$ cat config.mk
export PLATFORM = sky130hd
export DESIGN_NAME = hazard_stall_ctrl
export DESIGN_NICKNAME = d
export VERILOG_FILES = /design/src/rtl/hazard_stall_ctrl_pkg.sv /design/src/rtl/hazard_perf_counter.sv /design/src/rtl/hazard_stall_ctrl.sv
export SDC_FILE = /design/constraint.sdc
export NUM_CORES = 1
export LEC_CHECK = 0
export BUFFER_PORTS_ARGS = -buffer_cell sky130_fd_sc_hd__buf_2
export CAP_MARGIN = 40
export CORE_ASPECT_RATIO = 0.7
export CORE_MARGIN = 10
export CORE_UTILIZATION = 42
export DETAILED_ROUTE_END_ITERATION = 7
export PLACE_DENSITY = 0.92
export REMOVE_ABC_BUFFERS = 1
export SETUP_SLACK_MARGIN = 0.4
export SYNTH_ARGS = -nofsm -noshare
export SYNTH_HDL_FRONTEND = slang
export SYNTH_HIERARCHICAL = 1
export SYNTH_SLANG_ARGS = --single-unit
$ cat constraint.sdc
create_clock -name clk -period 2.4 [get_ports clk]
set_clock_uncertainty 0.05 [all_clocks]
set_input_delay 0.48 -clock clk [delete_from_list [all_inputs] [get_ports clk]]
set_output_delay 0.48 -clock clk [all_outputs]
set_load 0.1 [all_outputs]
$ cat src/rtl/hazard_stall_ctrl_pkg.sv
// Shared RV32I opcode constants, hazard FSM states and operand-usage decode helpers.
// Pure declarations: no latency, no flow control.
package hazard_stall_ctrl_pkg;

  localparam logic [6:0] OPCODE_LOAD   = 7'b0000011;
  localparam logic [6:0] OPCODE_STORE  = 7'b0100011;
  localparam logic [6:0] OPCODE_OP     = 7'b0110011;
  localparam logic [6:0] OPCODE_OPIMM  = 7'b0010011;
  localparam logic [6:0] OPCODE_BRANCH = 7'b1100011;
  localparam logic [6:0] OPCODE_JAL    = 7'b1101111;
  localparam logic [6:0] OPCODE_JALR   = 7'b1100111;
  localparam logic [6:0] OPCODE_LUI    = 7'b0110111;
  localparam logic [6:0] OPCODE_AUIPC  = 7'b0010111;

  typedef enum logic [2:0] {
    RUN      = 3'd0,
    MEM_WAIT = 3'd1,
    DRAIN    = 3'd2,
    HALTED   = 3'd3,
    ERROR    = 3'd4
  } hazard_state_e;

  function automatic logic uses_rs1(input logic [6:0] op);
    return op inside {OPCODE_OP, OPCODE_OPIMM, OPCODE_LOAD,
                      OPCODE_STORE, OPCODE_BRANCH, OPCODE_JALR};
  endfunction

  function automatic logic uses_rs2(input logic [6:0] op);
    return op inside {OPCODE_OP, OPCODE_STORE, OPCODE_BRANCH};
  endfunction

endpackage

$ cat src/rtl/hazard_perf_counter.sv
// Single saturating event counter; counts one per cycle with inc high, holds at all-ones.
// Latency: value visible the cycle after the event; no backpressure.
module hazard_perf_counter #(
  parameter int CNT_W = 32
) (
  input  logic             clk,
  input  logic             reset,
  input  logic             inc,
  output logic [CNT_W-1:0] cnt
);

  always_ff @(posedge clk or negedge reset) begin
    if (!reset) begin
      cnt <= '0;
    end else if (inc && (cnt != {CNT_W{1'b1}})) begin
      cnt <= cnt + 1'b1;
    end
  end

endmodule

$ cat src/rtl/hazard_stall_ctrl.sv
// Pipeline stall/flush/bubble sequencer for the 5-stage core; controls are same-cycle combinational.
// Backpressure: dmem waits freeze the pipe; HAZARD_PERF_CNT_EN adds saturating perf counters.
module hazard_stall_ctrl
  import hazard_stall_ctrl_pkg::*;
#(
  parameter int MEM_TIMEOUT  = 255,
  parameter int DRAIN_CYCLES = 4,
  parameter int CNT_W        = 32
) (
  input  logic             clk,
  input  logic             reset,
  input  logic [6:0]       if_id_opcode,
  input  logic [4:0]       if_id_rs1,
  input  logic [4:0]       if_id_rs2,
  input  logic [6:0]       id_ex_opcode,
  input  logic [4:0]       id_ex_dest,
  input  logic             ex_branch_taken,
  input  logic             dmem_req,
  input  logic             dmem_ready,
  input  logic             halt_req,
  output logic             pc_stall,
  output logic             if_id_stall,
  output logic             if_id_flush,
  output logic             id_ex_flush,
  output logic             ex_mem_stall,
  output logic             mem_wb_bubble,
  output logic             halt_ack,
  output logic             mem_timeout_err,
  output logic [CNT_W-1:0] stall_cnt,
  output logic [CNT_W-1:0] flush_cnt,
  output logic [CNT_W-1:0] freeze_cnt
);

  localparam int WAIT_W  = $clog2(MEM_TIMEOUT + 1);
  localparam int DRAIN_W = $clog2(DRAIN_CYCLES + 1);

  hazard_state_e       state;
  hazard_state_e       ret_state;
  logic [WAIT_W-1:0]   wait_cnt;
  logic [DRAIN_W-1:0]  drain_cnt;

  logic load_use;
  logic mem_wait;
  logic freeze;
  logic lu_win;

  assign load_use = (id_ex_opcode == OPCODE_LOAD) && (id_ex_dest != 5'd0) &&
                    ((uses_rs1(if_id_opcode) && (if_id_rs1 == id_ex_dest)) ||
                     (uses_rs2(if_id_opcode) && (if_id_rs2 == id_ex_dest)));
  assign mem_wait = dmem_req && !dmem_ready;
  assign freeze   = mem_wait || (state == ERROR) || (state == HALTED);
  // A redirect squashes the decode instruction, so its load-use is moot.
  assign lu_win   = !freeze && !ex_branch_taken && load_use;

  always_comb begin
    pc_stall      = 1'b0;
    if_id_stall   = 1'b0;
    if_id_flush   = 1'b0;
    id_ex_flush   = 1'b0;
    ex_mem_stall  = 1'b0;
    mem_wb_bubble = 1'b0;
    if (freeze) begin
      pc_stall      = 1'b1;
      if_id_stall   = 1'b1;
      ex_mem_stall  = 1'b1;
      mem_wb_bubble = 1'b1;
    end else if (ex_branch_taken) begin
      if_id_flush = 1'b1;
      id_ex_flush = 1'b1;
    end else if (load_use) begin
      pc_stall    = 1'b1;
      if_id_stall = 1'b1;
      id_ex_flush = 1'b1;
    end else if ((state == DRAIN) && halt_req) begin
      // Dropping halt_req leaves DRAIN without discarding this cycle's fetch.
      pc_stall    = 1'b1;
      if_id_flush = 1'b1;
    end
  end

  assign halt_ack        = (state == HALTED);
  assign mem_timeout_err = (state == ERROR);

  always_ff @(posedge clk or negedge reset) begin
    if (!reset) begin
      state     <= RUN;
      ret_state <= RUN;
      wait_cnt  <= '0;
      drain_cnt <= DRAIN_W'(DRAIN_CYCLES);
    end else begin
      case (state)
        RUN: begin
          if (mem_wait) begin
            state     <= MEM_WAIT;
            ret_state <= RUN;
            wait_cnt  <= WAIT_W'(1);
          end else if (halt_req) begin
            state     <= DRAIN;
            drain_cnt <= DRAIN_W'(DRAIN_CYCLES);
          end
        end
        MEM_WAIT: begin
          if (!mem_wait) begin
            state    <= ret_state;
            wait_cnt <= '0;
          end else if (wait_cnt == WAIT_W'(MEM_TIMEOUT)) begin
            state <= ERROR;
          end else begin
            wait_cnt <= wait_cnt + 1'b1;
          end
        end
        DRAIN: begin
          if (mem_wait) begin
            state    <= MEM_WAIT;
            wait_cnt <= WAIT_W'(1);
            if (halt_req) ret_state <= DRAIN;
            else          ret_state <= RUN;
          end else if (!halt_req) begin
            state <= RUN;
          end else if (drain_cnt == '0) begin
            state <= HALTED;
          end else if (!lu_win) begin
            drain_cnt <= drain_cnt - 1'b1;
            if (drain_cnt == DRAIN_W'(1)) state <= HALTED;
          end
        end
        HALTED: begin
          if (!halt_req) state <= RUN;
        end
        ERROR: begin
          state <= ERROR;
        end
        default: begin
          state <= RUN;
        end
      endcase
    end
  end

`ifdef HAZARD_PERF_CNT_EN
  hazard_perf_counter #(.CNT_W(CNT_W)) u_stall_cnt (
    .clk   (clk),
    .reset (reset),
    .inc   (lu_win),
    .cnt   (stall_cnt)
  );

  hazard_perf_counter #(.CNT_W(CNT_W)) u_flush_cnt (
    .clk   (clk),
    .reset (reset),
    .inc   (!freeze && ex_branch_taken),
    .cnt   (flush_cnt)
  );

  hazard_perf_counter #(.CNT_W(CNT_W)) u_freeze_cnt (
    .clk   (clk),
    .reset (reset),
    .inc   (mem_wait),
    .cnt   (freeze_cnt)
  );
`else
  assign stall_cnt  = '0;
  assign flush_cnt  = '0;
  assign freeze_cnt = '0;
`endif

endmodule

==> impl_metrics.csv <==
group,metric,value,unit
layout,regArea,379,sq um
synthesis,synth-seq-area-share,0.189,
clock_network,cts_root_buf,"clkbuf_8",
synthesis,syn_area,1990,sq um
drt,ant_nets,0,
run,maxCapViolations,0,
layout,layout-drive-gt1-share,0.327,
layout,num-fill-cells,383,
global_routing,overflow,0,
drt,drt_iter0_markers,59,
synthesis,synthCells,243,
power_and_ir_drop,ir_drop,0.871,mV
synthesis,syn_avg_cell_area,8.19,sq um
synthesis,synth_seq_cells,15,
floorplanning,fp.dieH,77.6,um
floorplanning,boundaryPins,139,
layout,fin_area,2320,sq um
clock_network,cts_tree,"done",
synthesis,async_flop_share,1.00,
layout,syn_to_final_growth,16.7,%
global_routing,grt_max_degree,16,
critical_path,cpLargestDelayFamily,"simple AND/OR/NAND/NOR gates",
synthesis,synth_top_area_frac,0.366,
floorplanning,die_area,7930,sq um
floorplanning,coreArea,4450,sq um
synthesis,synth_area_leaders,"buf_4 (37%), dfrtp_1 (18%), o21ai_0 (5.3%), xnor2_1 (4.4%), ha_1 (2.5%)",
placement,placed_cell_area,2000,sq um
sta,finalHoldViolations,0,
clock_network,numClockSinks,15,
sta,fin_crit,2420,ps
global_routing,antenna_found_initial,0,
drt,viasPerCell,4.50,
clock_network,path_clk_slew,60,ps
floorplanning,die_x,102,um
synthesis,synth-main-ff-cell,"dfrtp_1",
sta,slew_headroom,0.526,
critical_path,cp-start-kind,"primary input",
sta,max_freq,414,MHz
sta,holdWs,80.5,ps
placement,io_buffers,42,
placement,hpwl,4320,um
synthesis,synth_enable_flop_cells,0,
clock_network,clockBufferDepth,2,
global_routing,grt.total_usage,0.116,
sta,final-setup-viol-count,1,
layout,antenna_cells,0,
floorplanning,initial_core_util,0.447,
clock_network,hold_buffers,0,
sta,setup_ws,-17.1,ps
drt,wire_per_inst,16.1,um
layout,finalNetCount,343,
floorplanning,num_rows,20,
clock_network,clock_latency,250,ps
critical_path,worstPathCellList,"buf_8, or4_4, nor2_4, nor3_4, nand2_2, a21oi_2, nor2_2, buf_12",
sta,worst_slew_pin_slew,703,ps
drt,firstDrtPassIters,4,
critical_path,crit_type,"primary input to output port",
global_routing,grt_pass1_wl,7600,um
critical_path,critPathMaxStageDelay,550,ps
status,violations,"negative setup slack",
critical_path,crit_arrival,1890,ps
critical_path,cp_max_fo,3,
hold_path,hp-class,"primary input to asynchronous set/reset pin",
power_and_ir_drop,power_density,1070,nW/um^2
drt,drc,0,
power_and_ir_drop,p_leak,1.21,nW
clock_network,h-tree-depth,1,
status,status,"finished with violations",
clock_network,cts-buffers-inserted,3,
synthesis,synth_cell_types,49,
sta,period_share,1.01,
global_routing,grt_pass1_vias,1583,
critical_path,worst_path_max_delay_cell,"or4_4",
placement,routabilityCongestion,0.891,
critical_path,worstSetupEndpointType,"output port",
critical_path,crit_required,1870,ps
drt,vias,1612,
critical_path,cp_num_buf_inv,2,
layout,multi_input_area,1290,sq um
synthesis,yosysTopAreaCell,"buf_4",
synthesis,yosys_warnings,6,
drt,drt-total-wl,5760,um
sta,finalMaxSlewViolations,0,
sta,rsz0062_at_grt,"true",
[worst register-to-register path: cells and delay by family, from the launching register on]
family / cells / cell delay (ps)
simple gates: 3 / 630
flops: 1 / 400
compound gates: 2 / 250
mux: 1 / 300
fa+ha+maj: 1 / 210
[flip-flops by register name, indices dropped and copies added, names as in the netlist]
register   flops
drain_cnt      3
state          3
ret_state      1
wait_cnt       8
[where the power goes]
part / internal, mW / switching [mW] / leakage (nW)
sequential: 0.325 / 0.0702 / 0.194
clock: 0.118 / 0.0885 / 0.0228
combinational: 0.509 / 1.38 / 0.989
total: 0.952 / 1.54 / 1.21
[layout by cell type (no fill, tap or decap), types with 2 or more instances in the layout]
master | Yosys | final
a21oi_1 | 5 | 2
and3_1 | 3 | 3
conb_1 | 1 | 96
and2_1 | 3 | 2
buf_2 | 1 | 30
a31oi_1 | 3 | 3
nor3_4 | 0 | 2
o21ai_2 | 1 | 2
o21a_1 | 2 | 2
buf_6 | 2 | 8
and2_4 | 1 | 2
nand4_2 | 3 | 2
dfrtp_1 | 14 | 12
nand4b_1 | 2 | 2
dfrtp_2 | 0 | 2
xnor2_2 | 0 | 3
nand4_1 | 3 | 3
o21ai_0 | 21 | 19
nand3_1 | 6 | 5
clkbuf_8 | 0 | 3
and3_4 | 1 | 2
nor2b_4 | 1 | 2
nor2_1 | 12 | 11
o211ai_1 | 3 | 3
buf_4 | 97 | 14
a22o_1 | 2 | 2
inv_1 | 8 | 7
nand2_1 | 9 | 8
ha_1 | 4 | 4
a21oi_2 | 0 | 3
xnor2_1 | 10 | 7
buf_12 | 0 | 7
[what timing repair did]
action / 4_1_cts / 5_1_grt
endpoints found under the setup margin: 9 / 10
pin swaps: 7 / 8
gates resized for setup: 27 / 17
setup buffers: 2 / 12
endpoints found under the hold margin: 0 / 0
[logic make-up (layout without fill, tap and decap cells)]
family                   after synthesis  in the layout  synth area share
buffers and inverters                108             73             0.395
AND/OR/NAND/NOR                       59             59             0.191
AO/OA/AOI/OAI                         45             45             0.147
flip-flops                            15             15             0.189
XOR/XNOR                              10             10            0.0440
adder cells (fa/ha/maj)                4              4            0.0252
other                                  1             96           0.00188
multiplexers                           1              1           0.00754
[stage by stage]
stage / std cells / util / power, mW / worst slack [ps] / TNS [ps]
detailed placement: 340 / 0.448 / 2.08 / -21.0 / -36.3
global placement: 340 / 0.448 / 2.05 / 29.0 / 0
floorplan: 238 / - / 1.73 / -3460 / -22220
finish: 358 / 0.521 / 2.49 / -17.1 / -17.1
CTS: 346 / 0.481 / 2.36 / 68.9 / 0
global route: 358 / 0.521 / 2.60 / -73.8 / -113
[worst paths after layout]
path,startpoint,to,slack (ps),depth (start not counted)
max,id_ex_dest[1],if_id_flush,-20,8
min in group clk,wait_cnt[7],wait_cnt[7],450,1
max reg2reg,wait_cnt[1],state[1],430,7
min reg2reg,wait_cnt[7],wait_cnt[7],450,1
max in group asynchronous,reset,drain_cnt[2],1910,1
min,reset,wait_cnt[0],80,1
[metal layers]
layer  part of all wire  vias to the layer above  global-route usage
met5                  0                        -                   0
met4              0.031                        0              0.0267
met3              0.075                       14              0.0531
met2               0.55                       89               0.216
met1               0.34                      757               0.115
li1                   -                      752                   -
[synth_stat cells (all sizes together) (5+ instances only)]
| master | count |
|---|---|
| o21ai | 22 |
| nand4 | 6 |
| dfrtp | 14 |
| nor2 | 13 |
| a21oi | 6 |
| inv | 8 |
| xnor2 | 10 |
| buf | 100 |
| nand3 | 6 |
| and3 | 5 |
| nand2 | 9 |
[area by class of cell]
class                      count  area share
multi-input combinational    215       0.556
clock buffer                   4      0.0194
tap                           55      0.0296
timing repair buffer          61       0.219
sequential                    15       0.163
inverter                       8      0.0129
Note: power is estimated with default switching activity, not from simulation.
